[src/rtl/uart_pkg.sv]
// rtl/uart_pkg.sv - shared defaults and pointer-width helper for the UART RX FIFO
package uart_pkg;

  localparam int DEFAULT_DEPTH = 16;
  localparam int DEFAULT_WIDTH = 8;

  // Address bits plus one wrap bit, so full and empty can be told apart
  function automatic int ptr_width(input int depth);
    return $clog2(depth) + 1;
  endfunction

endpackage

[src/rtl/uart_sync_fifo.sv]
// rtl/uart_sync_fifo.sv - generic show-ahead push/pop FIFO; level output under UART_RX_FIFO_LEVEL_EN
module uart_sync_fifo
  import uart_pkg::*;
#(
  parameter int DEPTH = DEFAULT_DEPTH,
  parameter int WIDTH = DEFAULT_WIDTH
) (
  input  logic                        clk,
  input  logic                        rst_n,
  input  logic                        clr,
  input  logic                        push,
  input  logic [WIDTH-1:0]            push_data,
  input  logic                        pop,
  output logic [WIDTH-1:0]            pop_data,
  output logic                        empty,
  output logic                        full
`ifdef UART_RX_FIFO_LEVEL_EN
  ,
  output logic [ptr_width(DEPTH)-1:0] level
`endif
);

  localparam int PW = ptr_width(DEPTH);
  localparam int AW = PW - 1;

  logic [WIDTH-1:0] mem [DEPTH];
  logic [PW-1:0]    wptr;
  logic [PW-1:0]    rptr;
  logic             wr_en;
  logic             rd_en;

  assign empty = (wptr == rptr);
  assign full  = (wptr[AW] != rptr[AW]) && (wptr[AW-1:0] == rptr[AW-1:0]);

  // A push while full is taken only when the head leaves in the same cycle;
  // clear wins over both
  assign wr_en = push & (~full | pop) & ~clr;
  assign rd_en = pop & ~empty & ~clr;

  assign pop_data = mem[rptr[AW-1:0]];

`ifdef UART_RX_FIFO_LEVEL_EN
  assign level = wptr - rptr;
`endif

  // Storage array: write at the tail, no reset needed
  always_ff @(posedge clk) begin
    if (wr_en) begin
      mem[wptr[AW-1:0]] <= push_data;
    end
  end

  // Pointer update, wrapping naturally modulo 2*DEPTH
  always_ff @(posedge clk or negedge rst_n) begin
    if (!rst_n) begin
      wptr <= '0;
      rptr <= '0;
    end else if (clr) begin
      wptr <= '0;
      rptr <= '0;
    end else begin
      if (wr_en) wptr <= wptr + PW'(1);
      if (rd_en) rptr <= rptr + PW'(1);
    end
  end

endmodule

[src/rtl/uart_rx_fifo.sv]
// rtl/uart_rx_fifo.sv - UART receive byte FIFO with edge-detected push and sticky overflow; Level port under UART_RX_FIFO_LEVEL_EN
module uart_rx_fifo
  import uart_pkg::*;
#(
  parameter int DEPTH = DEFAULT_DEPTH,
  parameter int WIDTH = DEFAULT_WIDTH
) (
  input  logic                        Clock,
  input  logic                        Reset_n,
  input  logic                        RX_Done,
  input  logic [WIDTH-1:0]            RX_Bytes,
  input  logic                        Clear,
  output logic                        Out_Valid,
  input  logic                        Out_Ready,
  output logic [WIDTH-1:0]            Out_Data,
  output logic                        Full,
  output logic                        Overflow
`ifdef UART_RX_FIFO_LEVEL_EN
  ,
  output logic [ptr_width(DEPTH)-1:0] Level
`endif
);

  logic rx_done_q;
  logic push_ev;
  logic pop_ev;
  logic fifo_empty;

  assign push_ev   = RX_Done & ~rx_done_q;
  assign Out_Valid = ~fifo_empty;
  assign pop_ev    = Out_Valid & Out_Ready;

  // Previous RX_Done level; resets high so a level already high at release is not an edge
  always_ff @(posedge Clock or negedge Reset_n) begin
    if (!Reset_n) begin
      rx_done_q <= 1'b1;
    end else begin
      rx_done_q <= RX_Done;
    end
  end

  // Sticky overflow: a byte arrived with no room and no departing head
  always_ff @(posedge Clock or negedge Reset_n) begin
    if (!Reset_n) begin
      Overflow <= 1'b0;
    end else if (Clear) begin
      Overflow <= 1'b0;
    end else if (push_ev & Full & ~pop_ev) begin
      Overflow <= 1'b1;
    end
  end

  uart_sync_fifo #(
    .DEPTH(DEPTH),
    .WIDTH(WIDTH)
  ) u_fifo (
    .clk       (Clock),
    .rst_n     (Reset_n),
    .clr       (Clear),
    .push      (push_ev),
    .push_data (RX_Bytes),
    .pop       (pop_ev),
    .pop_data  (Out_Data),
    .empty     (fifo_empty),
    .full      (Full)
`ifdef UART_RX_FIFO_LEVEL_EN
    ,
    .level     (Level)
`endif
  );

endmodule

[config.mk]
export PLATFORM = sky130hd
export DESIGN_NAME = uart_rx_fifo
export DESIGN_NICKNAME = d
export VERILOG_FILES = /design/src/rtl/uart_pkg.sv /design/src/rtl/uart_sync_fifo.sv /design/src/rtl/uart_rx_fifo.sv
export SDC_FILE = /design/constraint.sdc
export NUM_CORES = 1
export LEC_CHECK = 0
export BUFFER_PORTS_ARGS = -buffer_cell sky130_fd_sc_hd__buf_4
export CAP_MARGIN = 20
export CORE_ASPECT_RATIO = 1.25
export CORE_UTILIZATION = 65
export CTS_CLUSTER_DIAMETER = 100
export DETAILED_ROUTE_END_ITERATION = 16
export GPL_TIMING_DRIVEN = 0
export PLACE_DENSITY = 0.9
export RECOVER_POWER = 100
export REMOVE_ABC_BUFFERS = 1
export SLEW_MARGIN = 10
export SYNTH_ARGS = -nofsm -noshare
export SYNTH_HDL_FRONTEND = slang
export SYNTH_HIERARCHICAL = 1
export SYNTH_SLANG_ARGS = --single-unit
[constraint.sdc]
create_clock -name Clock -period 8.2 [get_ports Clock]
set_input_delay 0.82 -clock Clock [delete_from_list [all_inputs] [get_ports Clock]]
set_output_delay 0.82 -clock Clock [all_outputs]
set_load 0.005 [all_outputs]
---- Yosys cells after proc, flatten, opt, wreduce, memory -nomap -nowiden ----
Memories as Yosys holds them, arrays and structs flattened.
Index checks and enable logic that the tools add are counted.
operators by class
  $add $sub $neg .......................... 2
  equality and inequality tests ........... 3
  mux-type cells .......................... 8
  bitwise gates (word level) .............. 14
  reductions and logical operators ........ 4
operators by type and width
  cell                 number
  $mux 5               4
  $add 5x1->5 const B  2
  $and 1x1->1          8
  $reduce_bool 2->1    3
  $eq 5x5->1           1
  $not 1->1            5
  $eq 4x4->1           1
  $mux 1               4
  $logic_and 1x1->1    1
  $ne 1x1->1           1
  $or 1x1->1           1
storage, ports and cells
  register bits ........................... 12
  bits in writable memories ............... 128
  input bits .............................. 13
  output and inout bits ................... 11
  memories kept ........................... 1
memories
  memory      depth  bits a word  rd ports  clocked after memory_dff  write ports  line                  text
  u_fifo.mem  16     8            1         0                         1            uart_sync_fifo.sv:26  logic [WIDTH-1:0] mem [DEPTH];

---- Longest topological paths before layout ----
Gate-level depths: netlist (run 1).
  depth in word-level cells ............... 8
  depth in mapped cells ................... 10

---- Modules after synthesis ----
Netlist (run 1), hierarchy kept.
by module, submodules not included
  module          times used  cells each  area each (um^2)
  uart_sync_fifo  1           262         5681.7
  uart_rx_fifo    1           8           97.6

---- Worst setup path before layout (run 1) ----
No wires, ideal clock.
  path kind ............................... register to register
  from .................................... reg u_fifo.rptr[1]
  to ...................................... mem u_fifo/mem[3][0] in the netlist's numbering (enable)
  library setup time ...................... 0.395 ns
  arrival time ............................ 2.230 ns
  slack ................................... 5.575 ns
  stages on the path, launching flop included .. 9
  cell sequence ........................... dfrtp_1 buf_2 xnor2_1 nand4_2 nor2_1 nor2b_2 nand2b_1 o211ai_2 nor4_1
on the way
  cells in the longest elaborated chain, start to end .. 8
RTL lines
  item                          line                  text
  from (decl)                   uart_sync_fifo.sv:28  logic [PW-1:0] rptr;
  from (signal assigned)        uart_sync_fifo.sv:63  if (rd_en) rptr <= rptr + PW'(1);
  $eq 5x5->1                    uart_sync_fifo.sv:32  assign empty = (wptr == rptr);
  via fifo_empty                uart_rx_fifo.sv:27    logic fifo_empty;
  $not 1->1                     uart_rx_fifo.sv:30    assign Out_Valid = ~fifo_empty;
  $and 1x1->1                   uart_rx_fifo.sv:31    assign pop_ev = Out_Valid & Out_Ready;
  via pop_ev                    uart_rx_fifo.sv:26    logic pop_ev;
  $or 1x1->1                    uart_sync_fifo.sv:37  assign wr_en = push & (~full | pop) & ~clr;
  $and 1x1->1 (2 in series)     uart_sync_fifo.sv:37
  $mux 1                        uart_sync_fifo.sv:48  if (wr_en) begin
  $mux 1 (not written as such)  uart_sync_fifo.sv:49  mem[wptr[AW-1:0]] <= push_data;
  to (decl)                     uart_sync_fifo.sv:26
The timed path passes the listed nets, and every way through them passes these cells.

---- Worst setup path after layout (run 1) ----
  from .................................... reg u_fifo.rptr[1]
  to ...................................... mem u_fifo/mem[11][6] in the netlist's numbering (enable)
The elaborated chain is that of the path after synthesis.

==> results.cfg, run 1 <==
[clock_network]
cts_sinks = 140
cts_hold_buf = 0
cts-resized-gates = 0
cts-htree-levels = 4
root_buffer = clkbuf_8
clk_path_buf_depth = 2
clkLatencyLatePin_ns = 0.51
cts.clk_slew.worst_paths_ns = 0.05
cts_tree = done
post-cts-setup-buffer-count = 0
numCtsBuffers = 17

[final_layout]
num_antenna_cells = 0
regArea_sq_um = 4150
final_nets = 319
fillCellCount = 495
final_area_sq_um = 6490
drive_above_1_share = 0.170
multi_input_area_sq_um = 1510
area_delta_synth_final_pct = 12.3

[synth]
synth_top_family_by_area = multiplexers
seq_area_frac_synth = 0.717
synth_cell_types = 36
synth_seq_cells = 140
avgSynthCellArea_sq_um = 21.4
syn_area_sq_um = 5780
ys.flop_type = edfxtp_1
synthSimpleGateAreaFrac = 0.0452
synth.area.top_cells = edfxtp_1 67%, mux4_1 14%, dfrtp_1 4.8%
synthCells = 270
synthTopCellsByCount = 128 x edfxtp_1, 30 x mux4_1, 13 x and3_1
synthAdderAreaFrac = 0.0108
synth_top_area_cell = edfxtp_1
ys_warn_count = 6
yosysTopAreaCellShare = 0.665
synth_edf_count = 128
synth_xor_xnor_area_share = 0.0167
muxShareOfSynthArea = 0.179
yosysMostFrequentCell = edfxtp_1
synth_compound_area_frac = 0.0126
async_flop_share = 0.0857

[global_route]
grt_start_max_net_pins = 37
globalRoute.totalOverflow = 0
grt_first_pass_wirelength_um = 16300
grt.total_usage = 0.267
grt_pass1_vias = 2844
antenna_found_initial = 0

[floorplanning]
fp.dieW_um = 86.3
core_area_sq_um = 8650
ios = 24
fp-row-count = 38
die_y_um = 107
die_area_sq_um = 9280
start_util = 0.668

[drt]
drt-vias-per-instance = 6.51
num_vias = 2814
first_pass_iters = 4
dr.first_iter.drc_count = 251
ant_nets = 0
wl_um = 11000
avgRoutedWirePerCell_um = 25.6
drc = 0

[placed_design]
portBuffers = 23
gp_congestion = 0.816
place_hpwl_um = 6430
dpl_cell_area_sq_um = 6060

[timing]
worst_slew_pin_slew_ns = 1.81
finClkSkew_ns = 0.00628
fin_setup_tns_ns = 0
period_share = 0.580
fmax_ghz = 0.210
setup-violations-final = 0
grt_setup_unrepaired = no
hold_viol = 0
drv_slew = 9
relSlewSlack = -0.207
min_period_ns = 4.76

[setup_path]
worstReg2RegEnd = u_fifo/mem[11][6]
crit_start = u_fifo/rptr[1]
worstSetupEndpoint = u_fifo/mem[11][6]
rrSetupSlack_ns = 3.44
crit_path_end_kind = register
r2r_start = u_fifo/rptr[1]
reg2reg_depth = 7
start_kind = register
path_class = register to register
crit_arrival_ns = 4.86
worstPathRequired_ns = 8.30
crit_fanout = 36

[status]
outcome = finished, violations left
violations = max-capacitance violations, max-slew violations

[min_path]
min_path_type = input pin to asynchronous set/reset pin

[flow_run]
cap_violations = 1

[power]
power.density_nw_per_um2 = 229
ir_worst_vdd_mv = 0.173
leakagePower_nw = 2.19
worst min-delay path by stage:
stage	end	slack [ns]	cells after the start
3_5_place_dp	u_fifo/rptr[4]	0.55	2
3_3_place_gp	Overflow	0.53	2
6_report	u_fifo/wptr[3]	0.32	1
2_1_floorplan	Overflow	0.52	0
5_1_grt	u_fifo/wptr[3]	0.36	1
4_1_cts	u_fifo/wptr[1]	0.12	1
layout by cell type (no fill, tap or decap), types with 2 or more instances in the layout:
master     synthesis  layout
edfxtp_1         128     128
mux4_1            30      30
clkbuf_16          0      16
clkbuf_1           5      16
and3_1            13      13
clkbuf_4           0      11
nor2_1            11      11
dfrtp_1           11      10
mux4_2            10      10
xor2_1             6       6
o21ai_0            5       6
nor2b_1            4       5
clkinv_2           0       5
xnor2_1            5       5
ha_1               5       5
inv_1              4       4
nor3b_1            3       3
buf_4              0       2
o211ai_1           1       2
mux2i_1            2       2
or3_1              2       2
a21oi_1            2       2
report_power, final:
| group | switching [mW] | total, mW | internal (mW) | leakage (nW) |
|---|---|---|---|---|
| Combinational | 0.0270 | 0.0475 | 0.0206 | 0.630 |
| Clock | 0.258 | 0.652 | 0.394 | 0.249 |
| Sequential | 0.00277 | 0.786 | 0.783 | 1.31 |
| Total | 0.288 | 1.49 | 1.20 | 2.19 |
critical path, cell delays in order, from the launching register on:
cell and delay (ns):
dfrtp_1 1.33, xnor2_1 0.23, nand4_1 0.37, nor2_1 0.10, nor2b_1 0.35, nand2b_1 0.23, o211ai_1 0.25, nor3b_1 1.49
logic make-up (layout without fill, tap and decap cells):
group	after synthesis	in the layout
muxes	42	42
and+or+nand+nor	43	43
buffers and inverters	18	60
AOI/OAI and AO/OA	11	11
DFF	140	140
xor gates and xnor gates	11	11
adders and majority gates	5	5
stage by stage:
stage / utilization / std cells / total power, mW / worst slack (ns) / hold WS (ns)
4_1_cts: 0.759 / 432 / 1.50 / 4.34 / 0.124
3_5_place_dp: 0.701 / 402 / 0.850 / 4.46 / 0.554
3_3_place_gp: 0.694 / 399 / 0.846 / 3.29 / 0.532
5_1_grt: 0.750 / 432 / 1.53 / 3.12 / 0.358
6_report: 0.750 / 432 / 1.49 / 3.44 / 0.316
2_1_floorplan: - / 256 / 0.824 / 4.82 / 0.524
final cells by class:
| cell class | count | area share |
|---|---|---|
| multi-input cells | 112 | 0.233 |
| flip-flops and latches | 140 | 0.639 |
| clock buffers | 21 | 0.0661 |
| well taps | 120 | 0.0231 |
| clock inverters | 9 | 0.0116 |
| repair buffers | 26 | 0.0251 |
| inverters | 4 | 0.00231 |
state kept, by name, indices dropped and copies added (netlist names):
register and flops:
u_fifo/mem 128, rx_done_q 1, Overflow 1, u_fifo/wptr 5
u_fifo/rptr 5
routing by layer:
| metal | global-route usage | vias to the layer above | wire length, um |
|---|---|---|---|
| met2 | 0.409 | 126 | 5670 |
| met3 | 0.0767 | 20 | 661 |
| met1 | 0.356 | 1468 | 4400 |
| met4 | 0.135 | 0 | 317 |
| met5 | 0 | - | 0 |
| li1 | - | 1200 | - |
(Power assumes the default switching activity.)
==> run 2: changes to the inputs <==
- CORE_UTILIZATION: 65 -> 55
- PLACE_DENSITY: 0.9 -> 0.82
- clock period: 8.2 -> 4.25 ns (I/O delays scaled with it)
==> run 2 against run 1 <==
Effect of this change: the run still ends with max-capacitance violations, max-slew violations left; first-iteration DRC count decreased by 12%; critical endpoint is now u_fifo/mem[5][1]; sequential power increased by 93%; via count decreased by 3.8%; combinational power increased by 86%; utilization decreased by 9.8 points; largest power group is now clock; register-to-register slack got worse by 3.0 ns; die area increased by 18%; design area increased by 2.0%; sequential cell count unchanged.
==> results.cfg, run 2 (synthesis results as in run 1) <==
[final_layout]
fillCellCount = 678
largest_register_ffs = 128
num_antenna_cells = 0
drive_above_1_share = 0.190
area_delta_synth_final_pct = 14.6
final_nets = 320
final_cell_mix = 128 x edfxtp_1, 30 x mux4_1, 17 x clkbuf_16, 14 x clkbuf_1, 13 x and3_1
final_common_cell = edfxtp_1
final_area_sq_um = 6620

[drt]
drt-vias-per-instance = 6.10
wl_um = 10900
dr.first_iter.drc_count = 220
first_pass_iters = 4
avgRoutedWirePerCell_um = 24.5
num_vias = 2708
ant_nets = 0
drc = 0

[clock_network]
cts_sinks = 140
cts-resized-gates = 0
cts.clk_slew.worst_paths_ns = 0.06
clk_path_buf_depth = 2
clkLatencyLatePin_ns = 0.41
cts_tree = done
numCtsBuffers = 17
cts-htree-levels = 4
root_buffer = clkbuf_16

[setup_path]
path_class = register to register
worstPathRequired_ns = 4.29
crit_path_end_kind = register
crit_arrival_ns = 3.85
start_kind = register
crit_fanout = 36

[timing]
whs_ns = 0.120
drv_slew = 9
period_share = 0.896
hold_viol = 0
grt_setup_unrepaired = no
finClkSkew_ns = 0.00526
worst_slew_pin_slew_ns = 1.56
setup-violations-final = 0
relSlewSlack = -0.0439
fmax_ghz = 0.263
min_period_ns = 3.81
setup_slack_ns = 0.441

[global_route]
antenna_found_initial = 0
grt_start_max_net_pins = 37
grt.total_usage = 0.218
globalRoute.totalOverflow = 0
grt_pass1_vias = 2823
grt_first_pass_wirelength_um = 16000

[placed_design]
portBuffers = 23
gp_congestion = 0.746
dp_slack_ns = 0.567
place_hpwl_um = 6170
dpl_cell_area_sq_um = 6070

[flow_run]
cap_violations = 1

[status]
outcome = finished, violations left
violations = max-capacitance violations, max-slew violations

[floorplanning]
core_area_sq_um = 10200
die_area_sq_um = 10900
start_util = 0.569
fp.dieW_um = 93.7
ios = 24
die_y_um = 117
fp-row-count = 41

[power]
power.density_nw_per_um2 = 476
ir_worst_vdd_mv = 0.349
leakagePower_nw = 2.24

[min_path]
min_path_type = input pin to register
run 2: cell count changes in the layout (fill, tap and decap cells not counted), moves of 2 or more:
| cell | before | now |
|---|---|---|
| bufinv_16 | 1 | 4 |
| clkinv_2 | 5 | 2 |
| inv_6 | 0 | 3 |
| buf_4 | 2 | 4 |
| clkbuf_1 | 16 | 14 |
| clkbuf_4 | 11 | 9 |
run 2: layer usage:
metal / global-route usage / vias up / share of wire
met5: 0 / - / 0
met3: 0.0534 / 24 / 0.053
li1: - / 1200 / -
met4: 0.111 / 0 / 0.027
met2: 0.370 / 102 / 0.54
met1: 0.262 / 1382 / 0.38
run 2: through the flow:
stage / total power [mW] / std cells / util / setup TNS (ns)
6_report: 3.15 / 444 / 0.652 / 0
5_1_grt: 3.23 / 444 / 0.652 / 0
4_1_cts: 3.18 / 444 / 0.660 / 0
3_5_place_dp: 1.64 / 411 / 0.598 / 0
3_3_place_gp: 1.63 / 408 / 0.593 / -9.60
2_1_floorplan: 1.59 / 256 / - / 0
run 2: final timing paths:
| kind | start | end | slack (ns) | cells past startpoint |
|---|---|---|---|---|
| max | u_fifo/rptr[1] | u_fifo/mem[5][1] | 0.44 | 8 |
| min | RX_Done | rx_done_q | 0.12 | 1 |
| max reg2reg | u_fifo/rptr[1] | u_fifo/mem[5][1] | 0.44 | 8 |
| min reg2reg | Overflow | Overflow | 0.54 | 2 |
| max in group asynchronous | Reset_n | u_fifo/rptr[1] | 3.25 | 2 |
| min in group asynchronous | Reset_n | u_fifo/wptr[0] | 0.55 | 2 |
run 2: area by class of cell:
class	instances	area [sq um]	area share
Clock buffer	19	433	0.0654
Tap cell	129	161	0.0244
Sequential cell	140	4150	0.626
Timing Repair Buffer	27	158	0.0238
Multi-Input combinational cell	112	1520	0.230
Inverter	4	15.0	0.00227
Clock inverter	13	189	0.0285
run 2: worst max-delay path, cell delays in order, from the launching register on:
cell and delay [ns]:
dfrtp_2 0.88, xnor2_1 0.20, nand4_2 0.22, nor2_1 0.09, nor2b_2 0.25, nand2b_1 0.18
nor2_1 0.05, nor3b_1 0.81, and3_1 0.75
run 2: power by group:
part | switching, mW | leakage (nW) | internal [mW]
sequential | 0.00731 | 1.31 | 1.51
combinational | 0.0488 | 0.632 | 0.0395
clock | 0.558 | 0.298 | 0.986
total | 0.614 | 2.24 | 2.54
run 2: what timing repair did:
action                                 4_1_cts  5_1_grt
buffers inserted                             0        0
hold buffers                                 1        0
endpoints found under the hold margin       11        0
==> run 3: changes to the inputs <==
- RECOVER_POWER: 100 -> default
- clock period: 4.25 -> 3.5 ns (I/O delays scaled with it)
==> run 3 against run 2 <==
Effect of this change: the flow now finishes without violations; hold slack lost 0.064 ns; non-clock buffer count is the same; final cell count is the same; critical path depth is the same; maximum frequency grew 15%; utilization grew 0.91 points; register-to-register slack lost 0.25 ns; worst setup slack lost 0.25 ns; die area is the same; global-route usage is essentially flat; critical path type unchanged; largest power group unchanged.
==> results.cfg, run 3 (synthesis results as in run 1) <==
[power]
p_sw_uw = 747
clkPwrFrac = 0.489
seqPwrFrac = 0.481
ir_worst_vdd_mv = 0.421
sw_frac_of_total = 0.195
power_mw = 3.83
power.density_nw_per_um2 = 571
combPwrFrac = 0.030
leakagePower_nw = 2.30
power.internal_mw = 3.09

[setup_path]
crit_path_end_kind = register
crit_arrival_ns = 3.35
r2r_start = u_fifo/rptr[3]
crit_fanout = 13
start_kind = register
worstPathRequired_ns = 3.54
path_class = register to register
crit_start = u_fifo/rptr[3]

[final_layout]
final_common_cell = edfxtp_1
largest_register_ffs = 128
postLayoutCoreUtil = 0.661
drive_above_1_share = 0.254
num_antenna_cells = 0
final_nets = 320
area_delta_synth_final_pct = 16.2
final_cell_mix = 128 x edfxtp_1, 30 x mux4_1, 25 x buf_4, 17 x clkbuf_16, 12 x and3_1
final_area_sq_um = 6720

[drt]
avgRoutedWirePerCell_um = 24.5
drc = 0
wl_um = 10900
ant_nets = 0
first_pass_iters = 4
drt-vias-per-instance = 6.12
dr.first_iter.drc_count = 234
num_vias = 2717

[global_route]
grt_pass1_vias = 2830
globalRoute.totalOverflow = 0
grt.total_usage = 0.218
grt_first_pass_wirelength_um = 16000
antenna_found_initial = 0
grt_start_max_net_pins = 37

[placed_design]
dpl_cell_area_sq_um = 6070
portBuffers = 23
dp_slack_ns = -0.183
place_hpwl_um = 6170
gp_congestion = 0.746

[clock_network]
root_buffer = clkbuf_16
cts_tree = done
cts-htree-levels = 4
cts_sinks = 140
cts.clk_slew.worst_paths_ns = 0.06
clkLatencyLatePin_ns = 0.41
numCtsBuffers = 17
clk_path_buf_depth = 2

[timing]
hold_viol = 0
worst_slew_pin_slew_ns = 0.862
fmax_ghz = 0.302
relSlewSlack = 0.423
setup_slack_ns = 0.190
period_share = 0.946
min_period_ns = 3.31
finClkSkew_ns = 0.0111
grt_setup_unrepaired = no
drv_slew = 0
setup-violations-final = 0

[floorplanning]
die_area_sq_um = 10900
die_y_um = 117
fp.dieW_um = 93.7
core_area_sq_um = 10200
ios = 24
fp-row-count = 41
start_util = 0.569

[status]
outcome = finished clean

[min_path]
worstHoldStart = RX_Done
min_path_type = input pin to register

[flow_run]
cap_violations = 0
run 3: changes by cell type in the layout (fill, tap and decap cells not counted), sizes merged:
cell | previous run | this run
buf | 4 | 26
clkbuf | 41 | 19
run 3: final cells by class:
class | instances | area [sq um]
well taps | 129 | 161
inverters | 4 | 15.0
fillers | 661 | 3440
clock inverters | 13 | 189
repair buffers | 27 | 218
multi-input cells | 112 | 1550
clock buffers | 19 | 433
flip-flops and latches | 140 | 4150
run 3: worst paths after layout:
path / slack [ns] / end / cells past startpoint
worst min register to register: 0.54 / Overflow / 2
worst max register to register: 0.19 / u_fifo/mem[4][0] / 8
max in group asynchronous: 2.97 / rx_done_q / 2
worst min-delay path: 0.06 / rx_done_q / 1
worst max-delay path: 0.19 / u_fifo/mem[4][0] / 8
min in group asynchronous: 0.30 / u_fifo/wptr[0] / 2
run 3: worst max-delay path, cell delays in order, from the launching register on:
cell	delay [ns]
dfrtp_1	0.74
xnor2_1	0.18
nand4_2	0.23
nor2_1	0.10
nor2b_2	0.26
nand2b_1	0.20
nor2_1	0.07
nor3b_2	0.48
and3_1	0.67
run 3: power by group through the flow:
stage	Clock (mW)	Sequential, mW	Combinational (mW)
finish	1.87	1.84	0.117
global route	1.97	1.84	0.126
CTS	1.90	1.84	0.118
detailed placement	0	1.88	0.115
global placement	0	1.88	0.103
floorplan	0	1.88	0.0533
run 3: per-stage QoR:
stage	TNS (ns)	hold slack, ns	cells
after floorplan	0	0.0544	256
after global placement	-104.14	0.193	408
after detailed placement	-11.82	0.198	411
after CTS	0	0.0410	444
after global routing	0	0.0449	444
final	0	0.0558	444
run 3: metal layers:
metal / vias to the layer above / wire length (um) / track usage
li1: 1205 / - / -
met1: 1397 / 4170 / 0.262
met2: 97 / 5830 / 0.370
met3: 18 / 661 / 0.0534
met4: 0 / 243 / 0.111
met5: - / 0 / 0
run 3: repair_timing:
item	in CTS	in global routing
resized for setup	1	3
hold endpoints to repair	12	0
hold buffers	1	0
endpoints found under the setup margin	104	104
setup buffers	0	0
